**src/rtl/modport_mem_if.sv**
```systemverilog
// Storage bus between a driver (master) and the modport_mem array (slave).
interface mem_if #(
  parameter int unsigned ADDR_W = 4,
  parameter int unsigned DATA_W = 16
);
  logic              rd_en;
  logic              wr_en;
  logic [ADDR_W-1:0] addr;
  logic [DATA_W-1:0] wdata;
  logic [DATA_W-1:0] rdata;

  modport master (
    output rd_en, wr_en, addr, wdata,
    input  rdata
  );

  modport slave (
    input  rd_en, wr_en, addr, wdata,
    output rdata
  );
endinterface

```
**src/rtl/modport_mem.sv**
```systemverilog
// Register-based DEPTH x DATA_W memory with registered read data.
// Define MODPORT_MEM_WR_FWD_EN to forward wdata on a same-address read/write.
module modport_mem #(
  parameter int unsigned ADDR_W = 4,
  parameter int unsigned DATA_W = 16,
  parameter int unsigned DEPTH  = 2**ADDR_W
) (
  input  logic  clk,
  input  logic  reset,
  mem_if.slave  bus
);

  logic [DATA_W-1:0] mem_q [DEPTH];
  logic [DATA_W-1:0] rdata_q;
  logic [DATA_W-1:0] rdata_d;

  // Read path: hold on idle; the stored word is read before this edge's write lands.
  always_comb begin
    rdata_d = rdata_q;
    if (bus.rd_en) begin
`ifdef MODPORT_MEM_WR_FWD_EN
      if (bus.wr_en) begin
        rdata_d = bus.wdata;
      end else begin
        rdata_d = mem_q[bus.addr];
      end
`else
      rdata_d = mem_q[bus.addr];
`endif
    end
  end

  always_ff @(posedge clk) begin
    if (reset) begin
      rdata_q <= '0;
    end else begin
      rdata_q <= rdata_d;
    end
  end

  // Reset wins over a write presented in the same cycle.
  always_ff @(posedge clk) begin
    if (reset) begin
      for (int unsigned i = 0; i < DEPTH; i++) begin
        mem_q[i] <= '0;
      end
    end else if (bus.wr_en) begin
      mem_q[bus.addr] <= bus.wdata;
    end
  end

  assign bus.rdata = rdata_q;

endmodule

```
**src/flat_wrapper.sv**
```systemverilog
// flat-port wrapper written by rule: the top's interface ports become plain ports
module modport_mem_flat 
#(
  parameter int unsigned ADDR_W = 4,
  parameter int unsigned DATA_W = 16,
  parameter int unsigned DEPTH  = 2**ADDR_W
)
  (clk, reset, bus_rd_en, bus_wr_en, bus_addr, bus_wdata, bus_rdata);
  mem_if #(.ADDR_W(ADDR_W), .DATA_W(DATA_W)) bus_i ();
  input  logic clk;
  input  logic reset;
  input wire logic [$bits(bus_i.rd_en)-1:0] bus_rd_en;
  input wire logic [$bits(bus_i.wr_en)-1:0] bus_wr_en;
  input wire logic [$bits(bus_i.addr)-1:0] bus_addr;
  input wire logic [$bits(bus_i.wdata)-1:0] bus_wdata;
  output wire logic [$bits(bus_i.rdata)-1:0] bus_rdata;
  assign bus_i.rd_en = bus_rd_en;
  assign bus_i.wr_en = bus_wr_en;
  assign bus_i.addr = bus_addr;
  assign bus_i.wdata = bus_wdata;
  assign bus_rdata = bus_i.rdata;
  modport_mem #(.ADDR_W(ADDR_W), .DATA_W(DATA_W), .DEPTH(DEPTH)) u_core (.clk(clk), .reset(reset), .bus(bus_i));
endmodule
```
**config.mk**
```make
export PLATFORM = sky130hd
export DESIGN_NAME = modport_mem_flat
export DESIGN_NICKNAME = d
export VERILOG_FILES = /design/src/rtl/modport_mem_if.sv /design/src/rtl/modport_mem.sv /design/src/flat_wrapper.sv
export SDC_FILE = /design/constraint.sdc
export NUM_CORES = 1
export LEC_CHECK = 0
export BUFFER_PORTS_ARGS = -buffer_cell sky130_fd_sc_hd__buf_2
export CAP_MARGIN = 15
export CORE_ASPECT_RATIO = 1.4
export CORE_MARGIN = 3
export CORE_UTILIZATION = 56
export DETAILED_ROUTE_END_ITERATION = 16
export MAX_ROUTING_LAYER = met4
export PLACE_DENSITY = 0.81
export SLEW_MARGIN = 20
export SYNTH_ARGS = -nofsm -noshare
export SYNTH_HDL_FRONTEND = slang
export SYNTH_SLANG_ARGS = --single-unit
```
**constraint.sdc**
```tcl
create_clock -name clk -period 1.7 [get_ports clk]
set_input_delay 0.17 -clock clk [delete_from_list [all_inputs] [get_ports clk]]
set_output_delay 0.17 -clock clk [all_outputs]
set_load 0.005 [all_outputs]
```
* Yosys cells after proc, flatten, opt, wreduce, memory -nomap -nowiden
Memory sizes are Yosys's and may differ from the RTL's. A register that Yosys moved wholly into a read port is not among the register bits. Cells that the tools add are included. Widths: inputs -> output; s select.
Storage, ports and cells: register bits 0, bits in writable memories 256, input bits 24, logic and storage cells 10, memories 1
Operators by class: multiplexer cells 8, reduce and logical (&&, ||, !) cells 1
Memories:
- u_core.mem_q | depth 16, bits a word 16, read ports 1, clocked after Yosys merged registers in 1, wr ports 16, line modport_mem.sv:13 | logic [DATA_W-1:0] mem_q [DEPTH];
Operators with widths (number):
- $mux 16 | 1
- $reduce_or 16->1 | 1
- $mux 1 | 6
- $mux 4 | 1

* Depth between registers and ports, before layout
depth in word-level cells 5, depth in mapped cells 8

* Worst setup path before layout
OpenSTA, ideal clock, no wires.
path kind input-to-reg, from in reset, to mem u_core.mem_q[0][0], enable pin, data arrival time 1.414 ns, path slack -0.048 ns, stages on the path 4, path through clkbuf_1 -> or4b_4 -> nor3_4 -> or2_2
RTL lines:
- start, declared | line flat_wrapper.sv:11 | input logic reset;
- end, declared | line modport_mem.sv:13

==> flow_metrics.env <==
export IMPL_outcome="finished clean"
export IMPL_htree_levels=1
export IMPL_synthToLayoutAreaGrowth_pct=16.45
export IMPL_drc=0
export IMPL_netlist_instances=798
export IMPL_worstPathMaxFanout=1
export IMPL_max_slew_margin_rel_pct=67.34
export IMPL_endpoint_kind="register"
export IMPL_grt_usage_pct=25.09
export IMPL_switching_power_mw=3.299
export IMPL_top_usage_layer="met2"
export IMPL_die_w_um=131.0
export IMPL_fin_crit_sh_pct=89.22
export IMPL_rr_startpoint="u_core.mem_q[10][6]"
export IMPL_maxCapViolCount=0
export IMPL_met2_usage_pct=42.19
export IMPL_power_frac_comb_pct=8.0
export IMPL_crit_type="reg -> reg"
export IMPL_place_inst=1149
export IMPL_ctsResizeCount=0
export IMPL_avgSynthCellArea_um2=15.36
export IMPL_seqPwrFrac_pct=51.5
export IMPL_cts_clk_slew_worst_paths_ns=0.07
export IMPL_cts_buffers=26
export IMPL_async_flop_share_pct=0
export IMPL_yosysUniqueCellTypes=35
export IMPL_total_power_mw=15.24
export IMPL_ys_seq_area_share_pct=65.32
export IMPL_ant_nets=0
export IMPL_clockRootBuffer="clkbuf_16"
export IMPL_post_route_min_period_ns=1.517
export IMPL_dpl_worst_slack_ns=-0.2010
export IMPL_vias_per_cell=5.798
export IMPL_min_to="u_core.mem_q[13][13]"
export IMPL_grt_pass1_vias=7178
export IMPL_multiInputGateArea_um2=3904
export IMPL_ff2ff_path_depth=4
export IMPL_hold_worst_slack_ns=0.1523
export IMPL_post_cts_setup_buffers=0
export IMPL_final_util_pct=66.83
export IMPL_synth_ff_type="edfxtp_1"
export IMPL_synth_area_um2=12260
export IMPL_grt_util_met3_pct=2.721
export IMPL_hold_buffers=0
export IMPL_cp_start_kind="register"
export IMPL_clk_latency_ns=0.53
export IMPL_hold_path_class="in -> reg"
export IMPL_final_cells=1197
export IMPL_initial_core_util_pct=57.39
export IMPL_p_leak_nw=5.195
export IMPL_seq_area_um2=8008
export IMPL_layout_nets=909
export IMPL_via_count=6940
export IMPL_yosysWarnings=0
export IMPL_wire_per_inst_um=23.28
export IMPL_grt_util_met1_pct=30.98
export IMPL_ys_seq_elements=272
export IMPL_syn_nets=822
export IMPL_ios=40
export IMPL_grt_start_max_net_pins=35
export IMPL_row_count=63
export IMPL_io_buffer_count=39
export IMPL_worst_slew_pin_slew_ns=0.4899
export IMPL_clock_sinks=272
export IMPL_antenna_found_initial=0
export IMPL_p_sw_share_pct=21.64
export IMPL_fillers=1434
export IMPL_gp_congestion=0.8486
export IMPL_clkPwrFrac_pct=40.6
export IMPL_slew_violations=0
export IMPL_cts_tree="done"
export IMPL_setup_slack_ns=0.1832
export IMPL_die_y_um=181.1
export IMPL_synth_edf_count=256
export IMPL_worstPathRequired_ns=2.11
export IMPL_r2r_slack_ns=0.18
export IMPL_rsz0062_at_grt="false"
export IMPL_dpl_hpwl_um=18680
export IMPL_fp_coreArea_um2=21360
export IMPL_final_hold_violation_count=0
export IMPL_fmax_ghz=0.6593
export IMPL_clockBufferDepth=3
export IMPL_p_int_mw=11.95
export IMPL_antennaDiodeCount=0
export IMPL_drt_iter0_markers=691
export IMPL_vdd_drop_max_mv=0.8385
export IMPL_grt_ovfl_total=0
export IMPL_totalWireLength_um=27870
export IMPL_setup_violations_final=0
export IMPL_skew_ns=0.01285
export IMPL_drive_gt1_share_pct=27.07
export IMPL_die_area_um2=23730
export IMPL_cp_data_arrival_time_ns=1.92
export IMPL_hp_start="bus_wdata[13]"
export IMPL_power_density_nw_per_um2=1068
export IMPL_drt_pass1_iter_count=5
export IMPL_r2r_end="u_core.bus.rdata[6]"
export IMPL_grt_pass1_wl_um=42950
export IMPL_hold_depth=2
-- metal layers --
metal  vias up  share of wire [%]
li1       3121                  -
met1      3490                 36
met2       255                 54
met3        74                5.1
met4         0                4.4
met5         -                  0
-- worst max path at each step --
stage                             start                    to  cells past startpoint
floorplan                         reset    u_core.mem_q[0][0]                      4
global placement            bus_addr[0]   u_core.bus.rdata[1]                      5
detailed placement          bus_addr[0]   u_core.bus.rdata[1]                      5
CTS                 u_core.mem_q[10][6]   u_core.bus.rdata[6]                      4
global route        u_core.mem_q[2][14]  u_core.bus.rdata[14]                      4
finish              u_core.mem_q[10][6]   u_core.bus.rdata[6]                      4
-- critical path, cell delays in order (launching register included) --
cell and delay (ns):
edfxtp_1 0.39, mux4_2 0.53, a22oi_1 0.24, buf_4 0.17, a211oi_1 0.07
-- cells in the final DEF (no fill, tap or decap), types with 3 or more instances in the layout --
| cell type | n |
|---|---|
| and2_1 | 263 |
| edfxtp_1 | 256 |
| buf_4 | 64 |
| mux4_2 | 51 |
| buf_2 | 38 |
| clkbuf_16 | 27 |
| nor2_1 | 25 |
| mux2i_1 | 20 |
| buf_12 | 20 |
| dfxtp_1 | 16 |
| or2_2 | 15 |
| o221ai_1 | 10 |
| a21oi_1 | 10 |
| a22oi_1 | 10 |
| nor2b_1 | 8 |
| nor3_1 | 6 |
| o22ai_1 | 6 |
| nor4_1 | 6 |
| a211oi_1 | 6 |
| clkinv_2 | 6 |
| bufinv_16 | 5 |
| a211oi_2 | 4 |
| nor2_4 | 3 |
| nand2b_1 | 3 |
| nor3_2 | 3 |
| mux4_1 | 3 |
| clkinv_1 | 3 |
-- power groups by stage --
stage          registers (mW)  logic (mW)  clock network [mW]
2_1_floorplan            7.91       0.698                   0
3_3_place_gp             7.96        1.19                   0
3_5_place_dp             7.98        1.21                   0
4_1_cts                  7.84        1.22                6.23
5_1_grt                  7.87        1.29                6.50
6_report                 7.84        1.21                6.19
-- cell usage after synthesis, types with 8 or more instances --
| cell type | count | area share [%] |
|---|---|---|
| edfxtp_1 | 256 | 63 |
| a22oi_1 | 10 | 0.61 |
| o221ai_1 | 10 | 0.71 |
| mux2i_1 | 20 | 1.6 |
| a21oi_1 | 10 | 0.41 |
| and2_1 | 263 | 13 |
| buf_2 | 9 | 0.37 |
| nor2b_1 | 8 | 0.41 |
| dfxtp_1 | 16 | 2.6 |
| mux4_2 | 51 | 9.4 |
| clkbuf_1 | 36 | 1.1 |
| nor2_1 | 25 | 0.77 |
| or2_2 | 16 | 0.82 |
-- area by class of cell --
type                       instances  share of cell area [%]
timing repair buffer             122                   7.502
sequential                       272                   56.09
clock buffer                      28                   4.759
tap                              292                   2.559
clock inverter                    20                   1.744
multi-input combinational        463                   27.34
-- flip-flops by register name, indices dropped and copies added (netlist names) --
register and flops:
u_core.mem_q 256, u_core.bus.rdata 16
-- cells by family (layout without fill, tap and decap cells) --
logic type	count (synthesis)	in the layout	synth area share [%]
buffers and inverters	63	170	2.858
flip-flops	272	272	65.32
multiplexers	74	74	11.65
AO/OA/AOI/OAI	46	46	2.817
AND/OR/NAND/NOR	343	343	17.36
-- stage by stage --
stage               cell area (µm²)  TNS, ns
floorplan                     12260        0
global placement              13350   -7.534
CTS                           14280        0
global route                  14280        0
finish                        14280        0
detailed placement            13350   -11.48
No activity file was read; power rests on OpenSTA's default activity.
